`config.mk`:
```
export PLATFORM = sky130hd
export DESIGN_NAME = uart_mem_engine_flat
export DESIGN_NICKNAME = d
export VERILOG_FILES = /design/src/rtl/uart_mem_engine_if.sv /design/src/rtl/uart_mem_engine.sv /design/src/flat_wrapper.sv
export SDC_FILE = /design/constraint.sdc
export NUM_CORES = 1
export LEC_CHECK = 0
export CAP_MARGIN = 30
export CELL_PAD_IN_SITES_DETAIL_PLACEMENT = 1
export CELL_PAD_IN_SITES_GLOBAL_PLACEMENT = 1
export CORE_AREA = 2 2 103 105
export CTS_BUF_LIST = sky130_fd_sc_hd__clkbuf_4
export CTS_CLUSTER_SIZE = 30
export DETAILED_ROUTE_END_ITERATION = 16
export DIE_AREA = 0 0 105 107
export GPL_ROUTABILITY_DRIVEN = 1
export MAX_ROUTING_LAYER = met4
export PLACE_DENSITY = 0.91
export SYNTH_ARGS = -nofsm -noshare
export SYNTH_HDL_FRONTEND = slang
export SYNTH_SLANG_ARGS = --single-unit
```
`constraint.sdc`:
```
create_clock -name clk -period 2.2 [get_ports clk]
set_input_delay 0.33 -clock clk [delete_from_list [all_inputs] [get_ports clk]]
set_output_delay 0.33 -clock clk [all_outputs]
set_load 0.05 [all_outputs]
```
`src/rtl/uart_mem_engine_if.sv`:
```
// rtl/uart_mem_engine_if.sv - command, UART and memory signal bundle for uart_mem_engine
interface uart_mem_engine_if #(
    parameter int ADDR_W = 16,
    parameter int LEN_W  = 6
);
    logic              cmd_valid;
    logic              cmd_ready;
    logic [1:0]        cmd_op;
    logic [ADDR_W-1:0] cmd_addr;
    logic [LEN_W-1:0]  cmd_len;
    logic              rx_valid;
    logic [7:0]        rx_byte;
    logic              tx_start;
    logic [7:0]        tx_byte;
    logic              tx_busy;
    logic [ADDR_W-1:0] mem_addr;
    logic [7:0]        mem_wdata;
    logic              mem_we;
    logic              mem_re;
    logic [7:0]        mem_rdata;
    logic              exec_valid;
    logic [ADDR_W-1:0] exec_addr;
    logic              done;

    // host / UART / memory side
    modport master (
        output cmd_valid, cmd_op, cmd_addr, cmd_len, rx_valid, rx_byte, tx_busy, mem_rdata,
        input  cmd_ready, tx_start, tx_byte, mem_addr, mem_wdata, mem_we, mem_re,
               exec_valid, exec_addr, done
    );

    // engine side
    modport slave (
        input  cmd_valid, cmd_op, cmd_addr, cmd_len, rx_valid, rx_byte, tx_busy, mem_rdata,
        output cmd_ready, tx_start, tx_byte, mem_addr, mem_wdata, mem_we, mem_re,
               exec_valid, exec_addr, done
    );
endinterface

```
`src/rtl/uart_mem_engine.sv`:
```
// rtl/uart_mem_engine.sv - UART-driven memory load/dump/exec command engine
module uart_mem_engine #(
    parameter int ADDR_W = 16,
    parameter int LEN_W  = 6
) (
    input  logic             clk,
    input  logic             rst_n,
    uart_mem_engine_if.slave bus
);
    localparam logic [1:0] OP_LOAD = 2'd1;
    localparam logic [1:0] OP_DUMP = 2'd2;
    localparam logic [1:0] OP_EXEC = 2'd3;

    typedef enum logic [2:0] {
        S_IDLE, S_LOAD, S_RD, S_RDW, S_TX, S_TXH, S_TXW, S_FIN
    } state_t;

    state_t            state, state_next;
    logic [ADDR_W-1:0] addr, addr_next;
    logic [LEN_W-1:0]  cnt, cnt_next;
    logic [ADDR_W-1:0] waddr;
    logic [7:0]        wdata;
    logic              we;
    logic [7:0]        tx_byte_q;
    logic              exec_q;
    logic [ADDR_W-1:0] exec_addr_q;
    logic              accept;
    logic              rx_take;
    logic              step;
    logic [LEN_W-1:0]  cnt_dec;

    assign accept  = (state == S_IDLE) && bus.cmd_valid;
    assign rx_take = (state == S_LOAD) && bus.rx_valid;
    // saturating decrement: the counter never wraps below zero
    assign cnt_dec = (cnt != '0) ? cnt - LEN_W'(1) : cnt;

    // one byte finished: received in LOAD, or UART free again after a send in TXW
    assign step = rx_take || ((state == S_TXW) && !bus.tx_busy);

    // next-state and address/count sequencing
    always_comb begin
        state_next = state;
        addr_next  = addr;
        cnt_next   = cnt;
        case (state)
            S_IDLE: begin
                if (bus.cmd_valid) begin
                    addr_next = bus.cmd_addr;
                    cnt_next  = bus.cmd_len;
                    if (bus.cmd_len != '0 && bus.cmd_op == OP_LOAD) begin
                        state_next = S_LOAD;
                    end else if (bus.cmd_len != '0 && bus.cmd_op == OP_DUMP) begin
                        state_next = S_RD;
                    end else begin
                        state_next = S_FIN;
                    end
                end
            end
            S_LOAD, S_TXW: begin
                if (step) begin
                    addr_next = addr + ADDR_W'(1);
                    cnt_next  = cnt_dec;
                    if (cnt_dec == '0) begin
                        state_next = S_FIN;
                    end else if (state == S_TXW) begin
                        state_next = S_RD;
                    end
                end
            end
            S_RD:    state_next = S_RDW;
            S_RDW:   state_next = S_TX;
            S_TX:    state_next = S_TXH;
            S_TXH:   state_next = S_TXW;
            S_FIN:   state_next = S_IDLE;
            default: state_next = S_IDLE;
        endcase
    end

    // state, working address and remaining count
    always_ff @(posedge clk or negedge rst_n) begin
        if (!rst_n) begin
            state <= S_IDLE;
            addr  <= '0;
            cnt   <= '0;
        end else begin
            state <= state_next;
            addr  <= addr_next;
            cnt   <= cnt_next;
        end
    end

    // write strobe lands the cycle after each accepted received byte
    always_ff @(posedge clk or negedge rst_n) begin
        if (!rst_n) begin
            we    <= 1'b0;
            waddr <= '0;
            wdata <= '0;
        end else begin
            we <= rx_take;
            if (rx_take) begin
                waddr <= addr;
                wdata <= bus.rx_byte;
            end
        end
    end

    // read data is valid in RDW; hold it as the transmit byte
    always_ff @(posedge clk or negedge rst_n) begin
        if (!rst_n) begin
            tx_byte_q <= '0;
        end else if (state == S_RDW) begin
            tx_byte_q <= bus.mem_rdata;
        end
    end

    // jump request issued in the FIN cycle that follows an EXEC accept
    always_ff @(posedge clk or negedge rst_n) begin
        if (!rst_n) begin
            exec_q      <= 1'b0;
            exec_addr_q <= '0;
        end else begin
            exec_q <= accept && (bus.cmd_op == OP_EXEC);
            if (accept && (bus.cmd_op == OP_EXEC)) begin
                exec_addr_q <= bus.cmd_addr;
            end
        end
    end

    assign bus.cmd_ready  = (state == S_IDLE);
    assign bus.mem_re     = (state == S_RD);
    assign bus.mem_we     = we;
    assign bus.mem_addr   = (state == S_RD) ? addr : waddr;
    assign bus.mem_wdata  = wdata;
    assign bus.tx_start   = (state == S_TX);
    assign bus.tx_byte    = tx_byte_q;
    assign bus.exec_valid = exec_q;
    assign bus.exec_addr  = exec_addr_q;
    assign bus.done       = (state == S_FIN);
endmodule

```
`src/flat_wrapper.sv`:
```
// flat-port wrapper written by rule: the top's interface ports become plain ports
module uart_mem_engine_flat 
#(
    parameter int ADDR_W = 16,
    parameter int LEN_W  = 6
)
  (clk, rst_n, bus_cmd_valid, bus_cmd_op, bus_cmd_addr, bus_cmd_len, bus_rx_valid, bus_rx_byte, bus_tx_busy, bus_mem_rdata, bus_cmd_ready, bus_tx_start, bus_tx_byte, bus_mem_addr, bus_mem_wdata, bus_mem_we, bus_mem_re, bus_exec_valid, bus_exec_addr, bus_done);
  uart_mem_engine_if #(.ADDR_W(ADDR_W), .LEN_W(LEN_W)) bus_i ();
  input  logic clk;
  input  logic rst_n;
  input wire logic [$bits(bus_i.cmd_valid)-1:0] bus_cmd_valid;
  input wire logic [$bits(bus_i.cmd_op)-1:0] bus_cmd_op;
  input wire logic [$bits(bus_i.cmd_addr)-1:0] bus_cmd_addr;
  input wire logic [$bits(bus_i.cmd_len)-1:0] bus_cmd_len;
  input wire logic [$bits(bus_i.rx_valid)-1:0] bus_rx_valid;
  input wire logic [$bits(bus_i.rx_byte)-1:0] bus_rx_byte;
  input wire logic [$bits(bus_i.tx_busy)-1:0] bus_tx_busy;
  input wire logic [$bits(bus_i.mem_rdata)-1:0] bus_mem_rdata;
  output wire logic [$bits(bus_i.cmd_ready)-1:0] bus_cmd_ready;
  output wire logic [$bits(bus_i.tx_start)-1:0] bus_tx_start;
  output wire logic [$bits(bus_i.tx_byte)-1:0] bus_tx_byte;
  output wire logic [$bits(bus_i.mem_addr)-1:0] bus_mem_addr;
  output wire logic [$bits(bus_i.mem_wdata)-1:0] bus_mem_wdata;
  output wire logic [$bits(bus_i.mem_we)-1:0] bus_mem_we;
  output wire logic [$bits(bus_i.mem_re)-1:0] bus_mem_re;
  output wire logic [$bits(bus_i.exec_valid)-1:0] bus_exec_valid;
  output wire logic [$bits(bus_i.exec_addr)-1:0] bus_exec_addr;
  output wire logic [$bits(bus_i.done)-1:0] bus_done;
  assign bus_i.cmd_valid = bus_cmd_valid;
  assign bus_i.cmd_op = bus_cmd_op;
  assign bus_i.cmd_addr = bus_cmd_addr;
  assign bus_i.cmd_len = bus_cmd_len;
  assign bus_i.rx_valid = bus_rx_valid;
  assign bus_i.rx_byte = bus_rx_byte;
  assign bus_i.tx_busy = bus_tx_busy;
  assign bus_i.mem_rdata = bus_mem_rdata;
  assign bus_cmd_ready = bus_i.cmd_ready;
  assign bus_tx_start = bus_i.tx_start;
  assign bus_tx_byte = bus_i.tx_byte;
  assign bus_mem_addr = bus_i.mem_addr;
  assign bus_mem_wdata = bus_i.mem_wdata;
  assign bus_mem_we = bus_i.mem_we;
  assign bus_mem_re = bus_i.mem_re;
  assign bus_exec_valid = bus_i.exec_valid;
  assign bus_exec_addr = bus_i.exec_addr;
  assign bus_done = bus_i.done;
  uart_mem_engine #(.ADDR_W(ADDR_W), .LEN_W(LEN_W)) u_core (.clk(clk), .rst_n(rst_n), .bus(bus_i));
endmodule
```
Word-level counts from Yosys, hierarchy flattened
Index checks and enable logic that the tools add are counted.

$add $sub $neg: 2. Mux-type cells: 15. Reductions and logical operators: 16. Eq/ne operators: 13.

Operator list (count): $mux 16 (3); $pmux 16 s2 (1); $pmux 3 s7 (1); $mux 3 (6); $mux 6 (3); $add 16x1->16 const B (1); $eq 3x3->1 const B (4); $pmux 6 s2 (1); $reduce_bool 6->1 (2); $eq 3x2->1 const B (2); $logic_and 1x1->1 (6); $logic_not 6->1 (1); $reduce_and 3->1 (2); $sub 6x1->6 const B (1); $eq 2x2->1 const B (2); $eq 3x1->1 const B (1); $logic_not 3->1 (1); $ne 3x1->1 const B (1); $eq 2x1->1 const B (1); $ne 2x1->1 const B (1); $ne 2x2->1 const B (1); $reduce_bool 2->1 (1); $reduce_or 2->1 (1); $logic_not 1->1 (1); $logic_or 1x1->1 (1).

Flip-flop bits (word level): 75. Output and inout bits: 54. Input bits: 45. Word-level logic and storage cells: 55.

Longest topological paths before layout
Depth after elaboration: 6. Gate-level depth with buffers: 7. Depth with buffers taken out: 7.

Worst setup path before layout
OpenSTA, ideal clock, no wires.

Kind: reg2reg. Start point: reg u_core.state[2]. End point: reg u_core.exec_addr_q[10] (netlist: u_core.bus.exec_addr[10]). Library setup time: 0.128 ns. Arrival: 2.063 ns. Data required time: 2.072 ns. Period minus slack after synthesis: 2.191 ns. Path slack: 0.009 ns. Path buffers: 2. Cell stages (with the launch flop): 6. Cells stage by stage: dfrtp_1 nor3_2 and4_1 buf_2 buf_4 mux2_1.

Longest elaborated chain between the ends: 3.

RTL lines: from (decl) (line uart_mem_engine.sv:18) `state_t state, state_next;`; from (signal assigned) (line uart_mem_engine.sv:86) `state <= state_next;`; $logic_not 3->1; net bus_cmd_ready (line flat_wrapper.sv:19) `output wire logic [$bits(bus_i.cmd_ready)-1:0] bus_cmd_ready;`; $logic_and 1x1->1 (line uart_mem_engine.sv:32) `assign accept = (state == S_IDLE) && bus.cmd_valid;`; $logic_and 1x1->1 (line uart_mem_engine.sv:123) `if (accept && (bus.cmd_op == OP_EXEC)) begin`; to (signal assigned) (line uart_mem_engine.sv:124) `exec_addr_q <= bus.cmd_addr;`; to (decl) (line uart_mem_engine.sv:26) `logic [ADDR_W-1:0] exec_addr_q;`.

The timed path passes the listed nets, and every way through them passes these cells. A chain may end at the register's enable or synchronous reset.

Worst setup path in the final report
Start point: reg u_core.state[2]. End point: out bus_mem_addr[14].

Longest elaborated chain between the ends: 2.

RTL lines: $eq 3x2->1 (line uart_mem_engine.sv:132) `assign bus.mem_addr = (state == S_RD) ? addr : waddr;`; $mux 16 (line uart_mem_engine.sv:132); to (decl) (line flat_wrapper.sv:22) `output wire logic [$bits(bus_i.mem_addr)-1:0] bus_mem_addr;`.

No other way between the ends.

==> key figures <==
Outcome
  – Outcome: finished, violations left
  – Failing checks: negative setup slack

Route
  – DR WL/cell: 20.2 um
  – Drt initial violations: 95
  – Via count: 3250
  – Final wirelength: 12000 um
  – Pre-Repair DR Iteration Count: 4
  – Via density: 5.49
  – DRC errors left: 0
  – Antenna viol nets, final: 0

Floorplanning
  – Die W: 105 um
  – Initial Utilization: 0.384
  – IO Pins: 99
  – Die height: 107 um
  – Die area: 11200 um^2
  – Row cnt: 37
  – Core area: 10100 um^2

Synthesis
  – Ys async rst share: 1.00
  – Main combinational cell family by area after synthesis: multiplexers
  – Synth top area cells: dfrtp_1, mux2_1, mux2_2
  – Post-synth cell types: 62
  – Post-synthesis xor/xnor area fraction: 0.00452
  – Cell count after synthesis: 341
  – Number of synthesized register bits: 75
  – Count of warnings emitted by yosys: 0
  – Post-synthesis simple-gate area fraction: 0.117
  – Synth Flop Type: dfrtp_1
  – Top-area cell type share of the netlist area: 0.485
  – Adder-cell share of the synthesized area: 0.00969
  – Post-synthesis mux area share: 0.189
  – Mean Syn Cell Area: 11.4 um^2
  – Leading area contributor after synthesis: dfrtp_1
  – Post-synth EDFFs: 0
  – Post-synthesis net count: 389
  – Sequential fraction of the synthesis area: 0.485
  – Compound-Gate Fraction of Synth Area: 0.149
  – Synth Cell Area: 3870 um^2

Layout
  – Fin nets: 499
  – Layout Cells excl Fill: 592
  – Layout cells sized above 1: 0.257
  – Area delta synth->final: 40.2%
  – Number of fill cells: 1100
  – Most frequent cells in the layout: clkdlybuf4s50_1, dfrtp_1, a21oi_1
  – Most common cell after layout, fill and taps aside: clkdlybuf4s50_1
  – Diode count: 0
  – Finished Core Util: 0.538

Timing
  – Final Critical Period: 2.20 ns
  – Final Max Tran Viols: 0
  – Final hold vios: 0
  – # setup viols final: 1
  – Final setup TNS: -0.000393 ns
  – FMAX: 0.454 GHz
  – Setup slack after layout: -0.000393 ns
  – RSZ-0062 raised after global routing: true
  – Worst Skew: 0.0160 ns
  – Max transition margin: 0.582
  – Fin crit share: 1.00
  – Measured slew at the worst slew-check pin: 0.627 ns

Placed design
  – Post-DP HPWL: 8280 um
  – Dpl cells: 569
  – RD Place Congestion: 0.927
  – Worst slack, placed: 0.134 ns
  – I/O Buffers: 98

Pwr
  – Power, Total: 0.00992 W
  – VDD IR max: 0.868 mV
  – Power density over the cells: 1830 nW/um^2
  – LEAKAGE: 2.26 nW

GRT
  – Vias in the first global route: 3503
  – Largest net degree at the start of global routing: 46
  – First-pass GRT wire length: 18600 um
  – GRT overflow: 0
  – Initial antenna violation count: 0
  – Global Route Usage Sum: 0.217

CTS
  – TritonCTS buffer count: 9
  – H-Tree Depth: 3
  – Clock slew at reported path FFs: 0.14 ns
  – Clock Latency Late Sink: 0.43 ns
  – Clock root cell: clkbuf_4
  – Clock buffer depth: 2
  – CTS Sinks: 75
  – CTS tree: yes

Setup path
  – Worst Setup SP: u_core.state[2]
  – Critical Path RT: 1.87 ns
  – R2R Setup Slk: -0.0004 ns
  – RR Startpoint: u_core.state[2]
  – Crit path capture: bus_mem_addr[14]
  – Critical Path Sink Type: output port
  – Worst Path Max Fanout: 4
  – Startpoint class of the critical path: flop
  – WS Path Type: reg2out
  – R2R Path End: u_core.addr[13]
  – Critical path arrival: 1.87 ns
  – R2R depth: 7

Hold path
  – Worst hold path type: in2async

Run
  – Max-cap viol count: 0
worst min path at each step:
stage,from,end,slack (ns),depth (start not counted)
3_5_place_dp,rst_n,u_core.waddr[8],0.39,1
4_1_cts,rst_n,u_core.waddr[8],0.45,2
6_report,rst_n,u_core.waddr[8],0.43,2
2_1_floorplan,rst_n,u_core.addr[0],0.03,0
5_1_grt,rst_n,u_core.waddr[8],0.47,2
3_3_place_gp,rst_n,u_core.bus.exec_addr[13],0.38,1
Yosys cell counts (all sizes together) (2+ instances only):
master / n
or3: 3
xnor2: 2
a32oi: 2
o22ai: 6
a22o: 2
nor3b: 3
mux2: 64
nor2b: 2
and2: 4
o22a: 4
o2bb2a: 2
and3: 5
inv: 8
o21ai: 19
o2111ai: 2
nor2: 21
a31oi: 2
o2bb2ai: 4
a21oi: 27
and4: 2
nand3: 11
ha: 3
dfrtp: 75
buf: 21
nand2: 16
nand4: 2
nor3: 4
a21o: 4
critical path, stage by stage, from the launching register on:
cell	delay [ns]
dfrtp_2	0.45
nor2_4	0.12
and2_4	0.23
clkbuf_16	0.17
mux2_4	0.32
buf_8	0.15
layout make-up:
cell class | instances | area (um^2) | area share
Clock inverter | 6 | 66.3 | 0.0122
Inverter | 8 | 30.0 | 0.00553
Tap cell | 136 | 170 | 0.0313
Clock buffer | 10 | 75.1 | 0.0138
Timing Repair Buffer | 120 | 1320 | 0.244
Sequential cell | 75 | 1880 | 0.346
Multi-Input combinational cell | 237 | 1890 | 0.347
power by group:
| part | total (W) | internal (W) | switching (W) |
|---|---|---|---|
| registers | 0.00261 | 0.00205 | 0.000556 |
| clock network | 0.000876 | 0.000361 | 0.000514 |
| logic | 0.00643 | 0.00264 | 0.00380 |
| total | 0.00992 | 0.00505 | 0.00487 |
cell families (layout without fill, tap and decap cells):
| kind of cell | after synthesis | count (layout) |
|---|---|---|
| compound gates | 87 | 87 |
| xor+xnor | 2 | 2 |
| fa+ha+maj | 3 | 3 |
| buf+inv | 29 | 144 |
| flops | 75 | 75 |
| mux | 65 | 65 |
| simple gates | 80 | 80 |
state kept, by name (all words and copies together), names as in the netlist:
signal                 count
u_core.state               3
u_core.cnt                 6
u_core.waddr              16
u_core.bus.tx_byte         8
u_core.bus.mem_we          1
u_core.bus.exec_addr      16
u_core.bus.mem_wdata       8
u_core.bus.exec_valid      1
u_core.addr               16
layer usage:
metal  part of all wire  track usage  up-vias
li1                   -            -     1479
met2               0.53        0.377       82
met5                  0            -        -
met1               0.42        0.258     1673
met3              0.032       0.0334       16
met4              0.015       0.0733        0
what timing repair did:
action | in CTS | in global routing
hold endpoints to repair | 44 | 0
resized for setup | 30 | 25
setup buffers | 2 | 2
setup endpoints to repair | 16 | 19
pin swaps | 1 | 1
hold buffers | 1 | 0
gates cloned | 1 | 1
through the flow:
stage / cell area (um^2) / hold slack [ns]
detailed placement: 5020 / 0.387
global placement: 5020 / 0.376
floorplan: 3870 / 0.0344
global route: 5430 / 0.467
finish: 5430 / 0.434
CTS: 5300 / 0.451
Note: power is estimated with default switching activity, not from simulation.
